--- src/rtl/rr_arb_mux.sv ---
// -----------------------------------------------------------------------------
// rr_arb_mux
//
// N-channel, W-bit arbitrated multiplexer with valid/ready handshakes on every
// channel and a single registered output slot. Two selection modes:
//   mode = 0 : static, the channel named by `sel` is offered the slot
//              (an index >= CHANNELS grants nobody)
//   mode = 1 : round-robin, the first valid channel at or above `rr_ptr`
//              (wrapping) is granted; after a transfer the pointer moves just
//              past the winner.
//
// Optional feature (compile-time macro RR_ARB_MUX_LOCK_EN):
//   packet lock. A beat accepted with in_last = 0 pins the grant to that
//   channel in both modes until a beat with in_last = 1 is accepted from it.
//   Without the macro, in_last is ignored and no lock state exists.
//
// Ports
//   clock      rising-edge clock
//   reset      asynchronous active-low reset
//   in_data    CHANNELS*WIDTH flattened inputs, channel k at [k*WIDTH +: WIDTH]
//   in_valid   per-channel request
//   in_ready   per-channel accept, at most one bit high
//   in_last    per-channel end-of-packet (lock build only)
//   mode       0 = static select, 1 = round-robin
//   sel        channel index used in static mode
//   out_data   registered data of the held beat
//   out_valid  registered valid
//   out_ready  downstream accept
//   out_sel    registered index of the channel that supplied out_data
// -----------------------------------------------------------------------------
module rr_arb_mux #(
    parameter int CHANNELS = 4,
    parameter int WIDTH    = 32,
    // Derived from CHANNELS; leave at its default.
    parameter int SEL_W    = $clog2(CHANNELS)
) (
    input  logic                      clock,
    input  logic                      reset,
    input  logic [CHANNELS*WIDTH-1:0] in_data,
    input  logic [CHANNELS-1:0]       in_valid,
    output logic [CHANNELS-1:0]       in_ready,
    input  logic [CHANNELS-1:0]       in_last,
    input  logic                      mode,
    input  logic [SEL_W-1:0]          sel,
    output logic [WIDTH-1:0]          out_data,
    output logic                      out_valid,
    input  logic                      out_ready,
    output logic [SEL_W-1:0]          out_sel
);

    // Unpacked view of the flattened input bus.
    logic [WIDTH-1:0] chan_data [CHANNELS];

    for (genvar k = 0; k < CHANNELS; k++) begin : g_unpack
        assign chan_data[k] = in_data[k*WIDTH +: WIDTH];
    end

    logic             load;      // output slot can take a beat this cycle
    logic             cand_ok;   // candidate index is a real channel
    logic             xfer;      // handshake completes this cycle
    logic             advance;   // round-robin pointer moves this cycle
    logic [SEL_W-1:0] cand;
    logic [SEL_W-1:0] rr_cand;
    logic             rr_found;
    logic [SEL_W-1:0] rr_ptr;
    logic [SEL_W-1:0] next_ptr;
    logic             locked;
    logic [SEL_W-1:0] locked_ch;
    int               idx;

    assign load = !out_valid || out_ready;

    // Round-robin search: walk CHANNELS positions upward from rr_ptr,
    // wrapping, and keep the first requester seen.
    // NOTE: every variable driven here gets a default before any branch, so
    // no path leaves it unassigned and no latch is inferred.
    always_comb begin : rr_search
        rr_found = 1'b0;
        rr_cand  = rr_ptr;
        idx      = 0;
        for (int i = 0; i < CHANNELS; i++) begin
            idx = int'(rr_ptr) + i;
            if (idx >= CHANNELS) idx = idx - CHANNELS;
            if (!rr_found && in_valid[SEL_W'(idx)]) begin
                rr_found = 1'b1;
                rr_cand  = SEL_W'(idx);
            end
        end
    end

    // An active lock overrides both modes; mode and sel are ignored until
    // the packet's last beat has been accepted.
    always_comb begin : candidate
        cand    = '0;
        cand_ok = 1'b0;
        if (locked) begin
            cand    = locked_ch;
            cand_ok = 1'b1;
        end else if (!mode) begin
            cand    = sel;
            cand_ok = (int'(sel) < CHANNELS);
        end else begin
            cand    = rr_cand;
            cand_ok = rr_found;
        end
    end

    // Static mode offers the slot whether or not the channel is requesting;
    // round-robin only raises ready on the channel it actually picked.
    always_comb begin : ready_gen
        in_ready = '0;
        if (cand_ok && load) in_ready[cand] = mode ? in_valid[cand] : 1'b1;
    end

    assign xfer     = cand_ok && load && in_valid[cand];
    assign next_ptr = (cand == SEL_W'(CHANNELS - 1)) ? '0 : cand + SEL_W'(1);

`ifdef RR_ARB_MUX_LOCK_EN
    always_ff @(posedge clock or negedge reset) begin
        if (!reset) begin
            locked    <= 1'b0;
            locked_ch <= '0;
        end else if (xfer) begin
            locked    <= !in_last[cand];
            locked_ch <= cand;
        end
    end

    // The pointer stays put for the body of a packet and moves on its last beat.
    assign advance = xfer && mode && in_last[cand];
`else
    assign locked    = 1'b0;
    assign locked_ch = '0;
    assign advance   = xfer && mode;

    logic unused_last;
    assign unused_last = ^in_last;
`endif

    // Output slot and round-robin pointer.
    // NOTE: state is updated with non-blocking assignments so every register
    // samples the pre-edge values regardless of statement order.
    always_ff @(posedge clock or negedge reset) begin
        if (!reset) begin
            out_valid <= 1'b0;
            out_data  <= '0;
            out_sel   <= '0;
            rr_ptr    <= '0;
        end else begin
            if (xfer) begin
                out_valid <= 1'b1;
                out_data  <= chan_data[cand];
                out_sel   <= cand;
            end else if (load) begin
                out_valid <= 1'b0;
            end
            if (advance) rr_ptr <= next_ptr;
        end
    end

endmodule

--- config.mk ---
export PLATFORM = sky130hd
export DESIGN_NAME = rr_arb_mux
export DESIGN_NICKNAME = d
export VERILOG_FILES = /design/src/rtl/rr_arb_mux.sv
export SDC_FILE = /design/constraint.sdc
export NUM_CORES = 1
export LEC_CHECK = 0
export ABC_AREA = 1
export CAP_MARGIN = 20
export CORE_UTILIZATION = 25
export CTS_BUF_LIST = sky130_fd_sc_hd__clkbuf_8 sky130_fd_sc_hd__clkbuf_16
export CTS_CLUSTER_SIZE = 12
export DETAILED_ROUTE_END_ITERATION = 12
export SLEW_MARGIN = 0
export SYNTH_ARGS = -nofsm -noshare
export SYNTH_HDL_FRONTEND = slang
export SYNTH_SLANG_ARGS = --single-unit
--- constraint.sdc ---
create_clock -name clock -period 9.3 [get_ports clock]
set_clock_uncertainty 0.2 [all_clocks]
set_input_delay 2.79 -clock clock [delete_from_list [all_inputs] [get_ports clock]]
set_output_delay 2.79 -clock clock [all_outputs]
set_load 0.005 [all_outputs]
==> results.md <==
* Crit path kind: in2out
* Cell Area, Synth at 0.003171 sq mm
* IO buf count at 176
* Hold depth at 2
* CP Launch Type: primary input
* Gate power share at 0.666
* Initial Utilization at 0.2607
* Min-delay src: out_data[4]
* Total power at 0.001336 W
* Sequential fraction of the synthesis area at 0.2920
* # resized after CTS at 0
* Reg2Reg Setup Slack at 5440 ps
* Max_slew headroom at 0.4601
* Placed Area at 0.004980 sq mm
* Worst reg2reg path startpoint: rr_ptr[0]
* Diodes inserted at 0
* TritonRoute pass-1 iters at 4
* Worst hold path class: reg2reg
* Critical Path Fanout Max at 38
* Flop pwr share at 0.219
* Max Slew Vio Count at 0
* Worst Setup End Kind: output port
* Crit path max-delay cell type: clkdlybuf4s50_1
* Measured slew at the worst slew-check pin at 809.9 ps
* # hold bufs at CTS at 0
* Worst Slack Setup Final at 919.8 ps
* Outcome: completed
* Post-detail-place hpwl at 7.754 mm
* RSZ-0062 raised after global routing: no
* H-tree Lvls at 2
* Power Density at 261.5 mW/mm^2
* Clock network fraction of total power at 0.115
* Max cap viols at 0
* Yosys reg bits at 37
* Cell count after synthesis at 535
* CP max stage delay at 540 ps
* Fmax at 0.1193 GHz
* CTS tree: done
* Reg2reg end: out_sel[1]
* Synthesis-to-finish area growth at 61.17%
* Fin crit share at 0.9011
* Data required time of the worst path at 6310 ps
* Setup_tns at 0 ps
* Max Root-Sink Buffers at 2
* Overall routed net length at 10.61 mm
* Worst-path cell chain: clkdlybuf4s50_1 -> nand2_1 -> nand2_1 -> nand2_1 -> nand2_2 -> nand3_2 -> nand3_1 -> nand2_1 -> nand2_1 -> nand2_2 -> nand2_4 -> ha_1 -> inv_1 -> nor2_1 -> clkdlybuf4s50_1
* CP most frequent cell: nand2_1
* CTS clk-pin slew, worst paths at 50 ps
* Vias at 3,789
* Number of global-route vias before repair at 3,678
* Setup bufs post-CTS at 0
* Leak pwr at 2.601 nW
* GRT Util Overall at 0.1642
* Ports at 181
* Num CTS Buffers at 5
* Antenna Violating Nets Remaining at 0
* Std-Cell Rows at 40
* Final instance area at 0.005110 sq mm
* Root buffer cell: clkbuf_16
* NetSw at 0.0006255 W
* Setup violators final at 0
* CORE AREA at 0.01216 sq mm
* Drt initial violations at 136
* Fillers at 1,291
* Hold EP: out_data[4]
* First-pass GRT wire length at 17.31 mm
* Avg Inst Size Synth at 5.926 sq um
* Die ar. at 0.01314 sq mm
* Pre-CTS setup slack at 927.3 ps
* Peak VDD IR at 172.8 uV
* Final #Nets at 834
* Grt ovf at 0
* Chip Width at 114.6 microns
* Post-Syn Nets at 679
* GP Congestion at 0.8220
* Unique masters post-synth at 25
* WL/cell at 12.38 microns
* Die Height at 114.6 microns
* Worst r2r path cells at 18
* Hold Vio Cnt, Final at 0
* Crit path time final at 8380 ps
* Detailed-route DRC error count at 0
* CP arrival at 5390 ps
* Initial antenna violation count at 0
* Largest net degree at the start of global routing at 55
* Layout cells sized above 1 at 0.04064
* Yosys warning total at 0
* Clk_lat worst skew at 270 ps
* CTS Sinks at 37
* DR vias/cell at 4.421
* Internal at 0.0007108 W
* Sw Share at 0.4681
[state kept, by name (all words and copies together) (netlist names)]
| register | flops |
|---|---|
| out_data | 32 |
| out_sel | 2 |
| rr_ptr | 2 |
| out_valid | 1 |
[area by class of cell]
type / count / area, sq um / area share
Clock buffer: 5 / 125.1 / 0.02449
Clock inverter: 1 / 5.005 / 0.0009794
Inverter: 46 / 175.2 / 0.03428
Multi-Input combinational cell: 420 / 1882 / 0.3683
Sequential cell: 37 / 925.9 / 0.1812
Tap cell: 168 / 210.2 / 0.04114
Timing Repair Buffer: 180 / 1787 / 0.3497
[layer usage]
metal / vias up / track usage / routed length, microns
met5: - / 0 / 0
li1: 1987 / - / -
met2: 125 / 0.2881 / 4924
met3: 8 / 0.04182 / 838
met4: 0 / 0.02944 / 74
met1: 1669 / 0.2039 / 4770
[power by group through the flow]
stage	clock [W]	sequential [W]	combinational (W)
floorplan	0	0.000286	0.000591
finish	0.000154	0.000292	0.000890
global placement	0	0.000290	0.000892
global route	0.000168	0.000304	0.00102
detailed placement	0	0.000294	0.000905
CTS	0.000162	0.000293	0.000909
[Yosys cell counts (all sizes together)]
cell type,instances,area (sq um)
buf,28,182.7
clkbuf,4,15.01
dfrtp,37,925.9
ha,2,25.02
inv,46,175.2
nand2,321,1249
nand3,48,262.8
nand4,6,37.54
nor2,6,32.53
nor3,2,10.01
o211ai,32,240.2
o21ai,3,15.01
[worst max-delay path, delay by kind of cell]
family / cells / cell delay [ps]
fa+ha+maj: 1 / 240
buf+inv: 3 / 1100
simple gates: 11 / 1230
[cells by family after synthesis]
kind of cell	Yosys count	synth area share
DFF	37	0.2920
AOI/OAI and AO/OA	35	0.08050
buffers and inverters	78	0.1176
and+or+nand+nor	383	0.5020
adders and majority gates	2	0.007891
[layout by cell type (no fill, tap or decap)]
cell	n
clkinv_2	1
nand2_4	3
buf_4	4
nor2_4	2
nand3_2	2
nand2_1	313
ha_1	2
nand4_1	6
buf_2	1
o211ai_1	32
nand3_4	1
dfrtp_1	37
nand2_2	4
nor2_1	4
o21ai_0	2
clkbuf_16	5
inv_1	42
inv_2	3
nor3_1	2
nand2_8	1
nand3_1	45
inv_4	1
o21ai_1	1
clkdlybuf4s50_1	175
[worst max path at each step]
stage	from	endpoint	slack (ps)
2_1_floorplan	in_valid[3]	in_ready[2]	2240
3_3_place_gp	in_valid[0]	in_ready[3]	940
6_report	in_valid[0]	in_ready[3]	920
4_1_cts	in_valid[0]	in_ready[3]	910
5_1_grt	in_valid[0]	in_ready[3]	670
3_5_place_dp	in_valid[0]	in_ready[3]	930
[stage by stage]
step | utilization | hold slack (ps) | instances
floorplan | - | 272.1 | 535
global placement | 0.4095 | 261.7 | 851
detailed placement | 0.4095 | 264.9 | 851
CTS | 0.4202 | 279.9 | 857
global route | 0.4202 | 303.4 | 857
finish | 0.4202 | 274.0 | 857
Note: power is estimated with default switching activity, not from simulation.
